[src/rtl/sevseg_scan_driver.sv]
// Multiplexed seven-segment driver: captures a binary value, converts it to BCD
// with a serial double-dabble engine and scans the committed digits onto anode/segment pins.
module sevseg_scan_driver #(
    parameter int DIGITS      = 4,
    parameter int IN_W        = 16,
    parameter int BLANK_TICKS = 1
) (
    input  logic              slow_clk,
    input  logic              reset,
    input  logic [IN_W-1:0]   in_val,
    input  logic              load,
    input  logic              lz_suppress,
    input  logic              alt_mode,
    input  logic [DIGITS-1:0] dp_mask,
    output logic [DIGITS-1:0] an,
    output logic [6:0]        seg,
    output logic              dp,
    output logic              busy,
    output logic              overflow,
    output logic [1:0]        conv_state
);

    localparam int BW = 4 * DIGITS;
    localparam int CW = $clog2(IN_W + 1);
    localparam int DW = (DIGITS > 1) ? $clog2(DIGITS) : 1;
    localparam int TW = 3;

    function automatic logic [63:0] pow10(input int n);
        logic [63:0] r;
        r = 64'd1;
        for (int i = 0; i < n; i++) r = r * 64'd10;
        return r;
    endfunction

    localparam logic [63:0] LIMIT = pow10(DIGITS);

    function automatic logic [6:0] seg_decode(input logic [3:0] v);
        case (v)
            4'd0:    return 7'b1000000;
            4'd1:    return 7'b1111001;
            4'd2:    return 7'b0100100;
            4'd3:    return 7'b0110000;
            4'd4:    return 7'b0011001;
            4'd5:    return 7'b0010010;
            4'd6:    return 7'b0000010;
            4'd7:    return 7'b1111000;
            4'd8:    return 7'b0000000;
            4'd9:    return 7'b0010000;
            default: return 7'b1111111;
        endcase
    endfunction

    typedef enum logic [1:0] {
        IDLE   = 2'd0,
        CONV   = 2'd1,
        COMMIT = 2'd2
    } conv_state_t;

    conv_state_t      state;
    logic [IN_W-1:0]  bin;
    logic [BW-1:0]    bcd;
    logic [BW-1:0]    bcd_adj;
    logic [CW-1:0]    cnt;
    logic             ovf_cap;
    logic [BW-1:0]    disp_bcd;
    logic             disp_ovf;

    assign conv_state = state;
    assign overflow   = disp_ovf;

    always_comb begin
        bcd_adj = bcd;
        for (int k = 0; k < DIGITS; k++) begin
            if (bcd[4*k +: 4] >= 4'd5) bcd_adj[4*k +: 4] = bcd[4*k +: 4] + 4'd3;
        end
    end

    // Converter: IDLE -> CONV (IN_W shifts) -> COMMIT; busy spans CONV and COMMIT.
    always_ff @(posedge slow_clk) begin
        if (reset) begin
            state    <= IDLE;
            busy     <= 1'b0;
            bin      <= '0;
            bcd      <= '0;
            cnt      <= '0;
            ovf_cap  <= 1'b0;
            disp_bcd <= '0;
            disp_ovf <= 1'b0;
        end else begin
            case (state)
                IDLE: begin
                    if (load) begin
                        bin     <= in_val;
                        bcd     <= '0;
                        cnt     <= '0;
                        ovf_cap <= (64'(in_val) >= LIMIT);
                        busy    <= 1'b1;
                        state   <= CONV;
                    end
                end
                CONV: begin
                    bcd <= {bcd_adj[BW-2:0], bin[IN_W-1]};
                    bin <= bin << 1;
                    cnt <= cnt + 1'b1;
                    if (cnt == CW'(IN_W - 1)) state <= COMMIT;
                end
                COMMIT: begin
                    disp_bcd <= bcd;
                    disp_ovf <= ovf_cap;
                    busy     <= 1'b0;
                    state    <= IDLE;
                end
                default: state <= IDLE;
            endcase
        end
    end

    // Forward the commit so slots starting on the commit edge already use the new value.
    logic [BW-1:0] show_bcd;
    logic          show_ovf;
    assign show_bcd = (state == COMMIT) ? bcd : disp_bcd;
    assign show_ovf = (state == COMMIT) ? ovf_cap : disp_ovf;

    logic [DW-1:0] dig, dig_n;
    logic [TW-1:0] tick, tick_n;

    always_comb begin
        if (tick == TW'(BLANK_TICKS)) begin
            tick_n = '0;
            dig_n  = (dig == '0) ? DW'(DIGITS - 1) : dig - 1'b1;
        end else begin
            tick_n = tick + 1'b1;
            dig_n  = dig;
        end
    end

    int         idx;
    int         top_nz;
    logic [6:0] glyph;
    logic       lit;

    always_comb begin
        idx    = int'(dig_n);
        top_nz = 0;
        glyph  = 7'b1111111;
        lit    = 1'b1;
        for (int k = 0; k < DIGITS; k++) begin
            if (show_bcd[4*k +: 4] != 4'd0) top_nz = k;
        end
        if (show_ovf) begin
            glyph = 7'b0111111;
        end else if (alt_mode && DIGITS >= 3) begin
            if (idx == 0)      glyph = seg_decode(show_bcd[3:0]);
            else if (idx == 1) glyph = 7'b1110111;
            else               glyph = seg_decode(show_bcd[4*(idx-1) +: 4]);
        end else begin
            glyph = seg_decode(show_bcd[4*idx +: 4]);
            if (lz_suppress && idx > top_nz && idx != 0) lit = 1'b0;
        end
    end

    // Scan position names the slot currently on the pins; outputs load the next slot.
    always_ff @(posedge slow_clk) begin
        if (reset) begin
            dig  <= '0;
            tick <= TW'(BLANK_TICKS);
            an   <= '1;
            seg  <= 7'b1111111;
            dp   <= 1'b1;
        end else begin
            dig  <= dig_n;
            tick <= tick_n;
            if (tick_n == '0 && lit) begin
                an  <= ~(DIGITS'(1) << dig_n);
                seg <= glyph;
                dp  <= ~dp_mask[dig_n];
            end else begin
                an  <= '1;
                seg <= 7'b1111111;
                dp  <= 1'b1;
            end
        end
    end

endmodule
[config.mk]
export PLATFORM = sky130hd
export DESIGN_NAME = sevseg_scan_driver
export DESIGN_NICKNAME = d
export VERILOG_FILES = /design/src/rtl/sevseg_scan_driver.sv
export SDC_FILE = /design/constraint.sdc
export NUM_CORES = 1
export LEC_CHECK = 0
export CAP_MARGIN = 20
export CORE_ASPECT_RATIO = 1.1
export CORE_MARGIN = 2
export CORE_UTILIZATION = 30
export CTS_CLUSTER_SIZE = 30
export DETAILED_ROUTE_END_ITERATION = 7
export PLACE_DENSITY = 0.54
export SETUP_SLACK_MARGIN = 0.05
export SLEW_MARGIN = 0
export SYNTH_ARGS = -nofsm -noshare
export SYNTH_HDL_FRONTEND = slang
export SYNTH_SLANG_ARGS = --single-unit
[constraint.sdc]
create_clock -name slow_clk -period 3.4 [get_ports slow_clk]
set_input_delay 0.85 -clock slow_clk [delete_from_list [all_inputs] [get_ports slow_clk]]
set_output_delay 0.85 -clock slow_clk [all_outputs]
set_load 0.01 [all_outputs]
==> summary.txt, run 1 <==
Outcome
  – Outcome: complete, no violations

Layout
  – Most frequent cells in the layout: dfxtp_1, nor2_1, a21oi_1, o21ai_0
  – Area Overhead vs Synth: 20.2%
  – Final nets: 632
  – Most common cell after layout, fill and taps aside: dfxtp_1
  – Number of diodes: 0
  – # fillers: 1,489
  – Layout cells sized above 1: around a tenth

Power
  – Logic gate share of total power: roughly 18%
  – Clock Power Share: 39.7%
  – Reg power frac: 42.5%
  – Cell internal pwr: 1.64 mW
  – Switch Pwr: just under 600 uW
  – Leakage: between 2 and 2.5 nW
  – VDD IR max: ~0.27 mV
  – P per Cell Area: around 420 nW/um2
  – Switching Fraction: 26.4%

Yosys
  – Post-synth EDFFs: 0
  – Mapped Nets: just under 600
  – Cell count after synthesis: around 530
  – Ys Warns: 0
  – Synth Cell Area: 4440 um2
  – Post-synthesis sequential area ratio: 33.8%
  – Avg Cell Area, Syn: ~8.3 um2
  – Unique masters post-synth: between 50 and 60
  – #FFs+latches synth: 75
  – Asr flop ratio synth: 0%
  – Most used flip-flop cell after synthesis: dfxtp_1

CTS
  – Clk sinks: 75
  – Htree depth: 3
  – Skew-Pair Late Insertion Delay: 330 ps
  – CTS tree: built
  – Cts bufs inserted: 9
  – Root Driver: clkbuf_16
  – Clock slew at reported path FFs: 60 ps
  – Longest Clk Path Bufs: 2

Route
  – DRT Wirelength: 10.0 mm
  – Initial DRC Count: about 190
  – DR DRC count: 0
  – Via count: roughly 3,800
  – Drt wl/cell: between 10 and 15 um
  – Final ANT Viol Nets: 0
  – 1st-pass router iterations: 4
  – Vias per std cell: 4.86

GRT
  – First-pass GRT wire length: 17.2 mm
  – Grt met1 use: 17.2%
  – GRT busiest layer: met2
  – Gr ovfl total: 0
  – Largest net degree at the start of global routing: 63
  – Initial antenna violation count: 0
  – Number of global-route vias before repair: between 3,000 and 4,000
  – Total GRT Usage: between 10% and 20%
  – Met2 usage: around 21%
  – Met3 usage: a little over 3%

Worst setup path
  – Critical setup path kind: flip-flop to flip-flop
  – CP max FO: 5
  – Crit path DAT: between 3000 and 4000 ps
  – CP Launch Type: flip-flop
  – R2R Path Start: tick[0]
  – R2R setup slack: about 280 ps
  – CP Capture Type: flip-flop
  – Reg2reg path depth: 12
  – FF-to-FF End: seg[0]
  – Req. time, crit path: approximately 3600 ps

Hold path
  – Hold crit path type: flip-flop to flip-flop
  – Worst Hold Path Cells: 2
  – Hold_sp: cnt[4]
  – Endpoint, Worst Hold: cnt[4]

Floorplanning
  – Die footprint: between 15,000 and 20,000 um2
  – Core area: approximately 14,000 um2
  – I/O pin count: between 40 and 50
  – Row count: 46
  – Die X: 120 um
  – Die Ht: between 100 and 150 um
  – Initial core utilization: about 31%

STA
  – Clk_skew: approximately 2.4 ps
  – RSZ-0062 raised after global routing: false
  – Endpoints failing setup: 0
  – Final period utilization: between 90% and 100%
  – Rel. slew slack: between 30% and 40%
  – Worst Tran Pin Value: ~980 ps
  – Final-report hold violation count: 0
  – Fmax: 0.320 GHz
  – Max-slew violations: 0
  – Final TNS setup: 0 ps
  – Hold_ws: between 400 and 500 ps
  – Tmin final: ~3100 ps

Place
  – Post-DP HPWL: 7.13 mm
  – Placer Congestion: 0.827
  – PortBufs: 40

Run
  – Max cap viols: 0
through the flow:
step                util, %  total power, mW  instance area, um2  setup slack [ps]  cells
detailed placement     35.0             1.37                5050               189    756
global route           36.9             2.35                5340              53.7    772
floorplan                 -             1.24                4440               312    533
CTS                    36.9             2.27                5330               176    772
global placement       35.0             1.36                5050               271    756
finish                 36.9             2.24                5340               278    772
cells in the mapped netlist, types with 2 or more instances:
cell type | instances | area (um2)
mux2i_4 | 3 | 67.6
xor2_1 | 5 | 43.8
a211oi_1 | 3 | 22.5
o211ai_1 | 2 | 15.0
nand2b_1 | 7 | 43.8
a21oi_1 | 53 | 265
a221oi_1 | 2 | 17.5
a31oi_1 | 5 | 31.3
nor3b_1 | 2 | 15.0
nor3_1 | 9 | 45.0
buf_12 | 2 | 40.0
mux4_2 | 4 | 90.1
inv_1 | 38 | 143
nor2_1 | 74 | 278
and2_1 | 2 | 12.5
mux2i_1 | 26 | 260
nand4_1 | 3 | 18.8
buf_4 | 2 | 15.0
a41oi_1 | 2 | 17.5
or2b_1 | 2 | 15.0
nand2_1 | 39 | 146
a22oi_1 | 13 | 97.6
nand3_1 | 11 | 55.1
mux2_2 | 8 | 90.1
o21ai_0 | 51 | 255
mux2i_2 | 2 | 27.5
a211o_1 | 3 | 26.3
ha_1 | 32 | 400
mux2_4 | 2 | 30.0
clkbuf_1 | 20 | 75.1
dfxtp_1 | 75 | 1500
xnor2_1 | 5 | 43.8
nor2b_1 | 3 | 18.8
how the worst max path moves through the flow:
stage,startpoint,to,slack [ps],cells past startpoint
global placement,tick[0],seg[0],270,12
detailed placement,tick[0],seg[0],190,12
finish,tick[0],seg[0],280,12
CTS,tick[0],seg[0],180,12
global route,tick[0],seg[0],50,12
floorplan,tick[1],seg[0],310,13
critical path, stage by stage (launching register included):
cell and delay (ps):
dfxtp_1 370, nor3b_4 260, mux2_2 380, ha_1 390, mux4_2 590, nor2_2 160
inv_1 100, ha_1 200, inv_1 60, nand2_1 50, o21ai_1 70, a22oi_1 80
a211o_1 310
power by group through the flow:
stage / logic [mW] / clock network [mW] / registers (mW)
3_5_place_dp: 0.400 / 0 / 0.970
5_1_grt: 0.444 / 0.948 / 0.957
2_1_floorplan: 0.269 / 0 / 0.975
4_1_cts: 0.401 / 0.915 / 0.951
6_report: 0.397 / 0.888 / 0.951
3_3_place_gp: 0.395 / 0 / 0.968
layout make-up:
type / instances / area (um2) / area share (%)
Multi-Input combinational cell: 390 / 2630 / 49.2
Sequential cell: 75 / 1500 / 28.1
Timing Repair Buffer: 59 / 538 / 10.1
Clock buffer: 14 / 264 / 4.95
Tap cell: 192 / 240 / 4.50
Inverter: 40 / 155 / 2.91
Clock inverter: 2 / 10.0 / 0.188
logic make-up after synthesis:
logic type                 count (synthesis)  share of synthesized area (%)
and+or+nand+nor                          158                           15.8
AOI/OAI and AO/OA                        144                           18.9
DFF                                       75                           33.8
buffers and inverters                     68                           7.21
muxes                                     46                           13.3
adders and majority gates                 32                           9.02
xor gates and xnor gates                  10                           1.97
what timing repair did:
action | in CTS | in global routing
buffers inserted | 0 | 0
gates resized for setup | 0 | 2
endpoints found under the setup margin | 0 | 2
hold buffers | 0 | 0
routing by layer:
layer,share of wire (%),vias up
li1,-,1923
met1,47,1758
met2,48,64
met3,3.9,8
met4,1.1,0
met5,0,-
registers in the layout, summed over array words and instances (netlist names):
signal and flops:
an 4, bcd 16, bin 16, busy 1
cnt 5, conv_state 2, dig 2, disp_bcd 16
dp 1, overflow 1, ovf_cap 1, seg 7
tick 3
Power figures use the tool's default switching activity.
==> run 2: changes to the inputs <==
--- a/config.mk
+++ b/config.mk
@@ -9,3 +9,2 @@
 export CORE_ASPECT_RATIO = 1.1
-export CORE_MARGIN = 2
 export CORE_UTILIZATION = 30
@@ -13,2 +12,3 @@
 export DETAILED_ROUTE_END_ITERATION = 7
+export GPL_ROUTABILITY_DRIVEN = 0
 export PLACE_DENSITY = 0.54
--- a/constraint.sdc
+++ b/constraint.sdc
@@ -3,2 +3,2 @@
 set_output_delay 0.85 -clock slow_clk [all_outputs]
-set_load 0.01 [all_outputs]
+set_load 0.1 [all_outputs]
==> run 2 against run 1 <==
Effect of this change: core utilization is 0.087 points lower; routed wire length increased by 2.1%; worst setup slack got worse by 39 ps; sequential share of layout area up 0.11 points; largest cell class unchanged.
==> summary.txt, run 2 (same netlist as run 1, synthesis figures left out) <==
Layout
  – Final instance area: 5320 um2
  – Layout cells sized above 1: 12.6%
  – Number of diodes: 0
  – Area Overhead vs Synth: 19.9%
  – Most frequent cells in the layout: nor2_1, dfxtp_1, a21oi_1, o21ai_0, nand2_1
  – Final nets: between 600 and 700
  – Largest registers: bcd x16, bin x16, disp_bcd x16

Place
  – Post-DP Area: 4970 um2
  – PortBufs: 40
  – Placement Setup Slack: approximately 180 ps
  – Post-DP HPWL: 7.19 mm

Floorplanning
  – Core area: ~14,000 um2
  – Initial core utilization: between 30 and 40%
  – Die footprint: roughly 15,000 um2
  – Row count: 46
  – I/O pin count: between 40 and 50
  – Die X: 118 um
  – Die Ht: between 100 and 150 um

Power
  – Leakage: roughly 2.3 nW
  – P per Cell Area: ~500 nW/um2
  – VDD IR max: 0.229 mV

Worst setup path
  – CP max FO: 5
  – Critical path depth: 12
  – R2R Path Start: tick[0]
  – Reg2reg path depth: 12
  – Crit-path slowest cell: mux4_2
  – Critical path, cell by cell: nor3b_2, mux2_2, ha_1, mux4_2, nor2_2, inv_1, ha_1, inv_1, nand2_1, o21ai_1, a22oi_1, a211o_1
  – CP Capture Type: flip-flop
  – Top cell family by delay on the critical path: multiplexers
  – CP Launch Type: flip-flop
  – Req. time, crit path: between 3000 and 4000 ps
  – Critical Path Start: tick[0]
  – Worst path buffer plus inverter count: 2
  – Critical setup path kind: flip-flop to flip-flop
  – Crit-path max cell delay: 590 ps
  – Crit path DAT: approximately 3400 ps

STA
  – RSZ-0062 raised after global routing: false
  – Worst Tran Pin Value: between 900 and 1000 ps
  – Clk_skew: 9.41 ps
  – Max-slew violations: 0
  – Final period utilization: 93.0%
  – Endpoints failing setup: 0
  – Rel. slew slack: roughly 36%
  – Final-report hold violation count: 0
  – Tmin final: about 3200 ps
  – Fmax: between 0.3 and 0.4 GHz
  – Final TNS setup: 0 ps
  – Setup WS post-layout: about 240 ps

Outcome
  – Outcome: complete, no violations

Route
  – DRT Wirelength: around 10 mm
  – Initial DRC Count: about 230
  – Vias per std cell: 4.95
  – 1st-pass router iterations: 4
  – DR DRC count: 0
  – Drt wl/cell: approximately 13 um
  – Final ANT Viol Nets: 0
  – Via count: roughly 3,800

CTS
  – Cts bufs inserted: 9
  – Htree depth: 3
  – Skew-Pair Late Insertion Delay: about 340 ps
  – Clk sinks: 75
  – Clock slew at reported path FFs: about 60 ps
  – Longest Clk Path Bufs: 2
  – CTS tree: built
  – Root Driver: clkbuf_16

Run
  – Max cap viols: 0

Hold path
  – Worst Hold Path Cells: 2
  – Hold crit path type: flip-flop to flip-flop
  – Hold_sp: cnt[4]

GRT
  – First-pass GRT wire length: around 17 mm
  – Number of global-route vias before repair: between 3,000 and 4,000
  – Initial antenna violation count: 0
  – Gr ovfl total: 0
  – Largest net degree at the start of global routing: 63
  – Total GRT Usage: about 14%
run 2: repair_timing:
action | CTS | global route
setup endpoints to repair | 0 | 1
gates resized for setup | 0 | 1
hold buffers | 0 | 0
buffers inserted | 0 | 0
run 2: area by class of cell:
| class | instances | area [um2] |
|---|---|---|
| Sequential cell | 75 | 1500 |
| Inverter | 40 | 155 |
| Timing Repair Buffer | 53 | 453 |
| Clock buffer | 11 | 253 |
| Fill cell | 1493 | 9120 |
| Tap cell | 192 | 240 |
| Clock inverter | 4 | 97.6 |
| Multi-Input combinational cell | 390 | 2620 |
run 2: routing by layer:
metal	part of all wire, %	track usage [%]	up-vias
met5	0	0	-
met4	0.83	5.20	0
met3	4.9	3.74	5
met2	48	24.1	88
met1	47	17.1	1782
li1	-	-	1909
run 2: path summary, 6_finish.rpt:
check	to	slack, ps
worst max register to register	seg[0]	240
worst min-delay path	cnt[4]	490
worst max-delay path	seg[0]	240
worst min register to register	cnt[4]	490
run 2: metrics by stage:
| stage | hold slack (ps) | cells | utilization [%] | power [mW] |
|---|---|---|---|---|
| floorplan | 454 | 533 | - | 1.38 |
| global route | 526 | 765 | 36.8 | 2.73 |
| global placement | 465 | 750 | 34.4 | 1.49 |
| finish | 492 | 765 | 36.8 | 2.60 |
| CTS | 501 | 765 | 36.8 | 2.63 |
| detailed placement | 487 | 750 | 34.4 | 1.50 |
run 2: tightest hold or removal path, delay by kind of cell, from the launching register on:
kind	cells	cell delay, ps
flip-flops	1	330
AO/OA/AOI/OAI	1	60
AND/OR/NAND/NOR	1	70
run 2: report_power, final:
part | internal, mW | total [mW] | switching (mW)
Sequential | 0.926 | 0.952 | 0.0252
Combinational | 0.177 | 0.532 | 0.355
Clock | 0.753 | 1.12 | 0.368
Total | 1.86 | 2.60 | 0.748
==> run 3: changes to the inputs <==
- SETUP_SLACK_MARGIN: 0.05 -> unset
==> run 3 against run 2 <==
Effect of this change: die area is the same; sequential power barely moved; global-route usage decreased by 0.30 points; total power fell by 9.1%; clock power shrank 21%; hold slack gained 7.0 ps; sequential share of layout area rose by 0.13 points; maximum frequency fell by 0.49%; largest cell class unchanged; highest routed layer unchanged; via count grew 0.69%.
==> summary.txt, run 3 (same netlist as run 1, synthesis figures left out) <==
Place
  – Post-DP HPWL: 7.18 mm
  – PortBufs: 40
  – Placement Setup Slack: about 190 ps

STA
  – Endpoints failing setup: 0
  – Clk_skew: about 5.2 ps
  – Tmin final: between 3000 and 4000 ps
  – Worst Tran Pin Value: 982 ps
  – Setup WS post-layout: 223 ps
  – Final-report hold violation count: 0
  – Final period utilization: ~93%
  – Fmax: 0.315 GHz
  – Hold_ws: ~500 ps
  – Rel. slew slack: 34.5%
  – Final TNS setup: 0 ps
  – Max-slew violations: 0
  – RSZ-0062 raised after global routing: false

Worst setup path
  – Reg2reg path depth: 12
  – Critical setup path kind: flip-flop to flip-flop
  – Req. time, crit path: approximately 3600 ps
  – CP Capture Type: flip-flop
  – Critical Path Start: tick[0]
  – CP max FO: 5
  – R2R Path Start: tick[0]
  – CP Launch Type: flip-flop
  – Crit path DAT: between 3000 and 4000 ps

Power
  – P per Cell Area: 448 nW/um2
  – VDD IR max: ~0.21 mV
  – Leakage: 2.27 nW

Route
  – 1st-pass router iterations: 4
  – Initial DRC Count: about 200
  – Drt wl/cell: about 13 um
  – Vias per std cell: 4.94
  – DRT Wirelength: 10.2 mm
  – Final ANT Viol Nets: 0
  – Via count: ~3,800
  – DR DRC count: 0

Layout
  – Most common cell after layout, fill and taps aside: dfxtp_1
  – Largest registers: bcd x16, bin x16, disp_bcd x16
  – Number of diodes: 0
  – Area occupied by multi-input gates: between 2000 and 3000 um2
  – Final nets: about 630
  – Util after Layout: between 30% and 40%
  – Area Overhead vs Synth: 19.1%
  – Layout cells sized above 1: between 10% and 20%
  – Most frequent cells in the layout: dfxtp_1, nor2_1, a21oi_1, o21ai_0, nand2_1
  – Reg area: ~1500 um2
  – # fillers: approximately 1,500

GRT
  – Total GRT Usage: between 10% and 20%
  – Number of global-route vias before repair: between 3,000 and 4,000
  – Largest net degree at the start of global routing: 63
  – Initial antenna violation count: 0
  – Gr ovfl total: 0
  – First-pass GRT wire length: about 17 mm

Floorplanning
  – Initial core utilization: 30.7%
  – Die footprint: around 15,000 um2
  – Die Ht: roughly 130 um
  – Row count: 46
  – Core area: about 14,000 um2
  – Die X: ~120 um
  – I/O pin count: 41

Hold path
  – Hold crit path type: flip-flop to flip-flop
  – Hold_sp: cnt[4]
  – Worst Hold Path Cells: 2

CTS
  – Root Driver: clkbuf_16
  – Longest Clk Path Bufs: 2
  – Skew-Pair Late Insertion Delay: between 300 and 400 ps
  – Hold_buf cts: 0
  – Cts bufs inserted: 9
  – Clock slew at reported path FFs: about 60 ps
  – CTS tree: built
  – Clk sinks: 75
  – Post_cts resized: 0
  – Post-CTS Setup Inserts: 0
  – Htree depth: 3

Outcome
  – Outcome: complete, no violations

Run
  – Max cap viols: 0
## run 3: changes by cell type in the layout (fill, tap and decap cells not counted), sizes merged
cell	before	now
bufinv	3	0
clkinv	1	3
buf	30	36
clkbuf	11	14
clkinvlp	1	0
## run 3: path summary, 6_finish.rpt
check           end  slack [ps]
min          cnt[4]         500
min reg2reg  cnt[4]         500
max reg2reg  seg[0]         220
max          seg[0]         220
## run 3: area by class of cell
type | instances | area share (%)
Timing Repair Buffer | 59 | 9.42
Clock inverter | 2 | 0.189
Multi-Input combinational cell | 390 | 49.5
Tap cell | 192 | 4.54
Clock buffer | 14 | 4.99
Inverter | 40 | 2.93
Sequential cell | 75 | 28.4
## run 3: worst max-delay path, cell delays in order (launching register included)
cell	delay (ps)
dfxtp_1	380
nor3b_2	260
mux2_2	380
ha_1	390
mux4_2	580
nor2_2	160
inv_1	100
ha_1	200
inv_1	70
nand2_1	50
o21ai_1	100
a22oi_1	90
a211o_1	310
## run 3: per-layer routing
layer	share of wire (%)	GRT usage [%]	up-vias
li1	-	-	1935
met1	47	16.7	1784
met2	47	24.3	78
met3	4.5	3.21	13
met4	1.4	4.45	0
met5	0	0	-
## run 3: through the flow
stage	area [um2]	power [mW]	std cells
finish	5290	2.37	772
global route	5290	2.48	772
CTS	5290	2.40	772
detailed placement	5010	1.51	756
global placement	5010	1.50	756
floorplan	4440	1.38	533
## run 3: report_power, final
part | leakage, nW | total, mW | internal [mW] | switching, mW
clock network | 0.137 | 0.883 | 0.532 | 0.350
registers | 0.613 | 0.951 | 0.926 | 0.0247
logic | 1.52 | 0.533 | 0.178 | 0.355
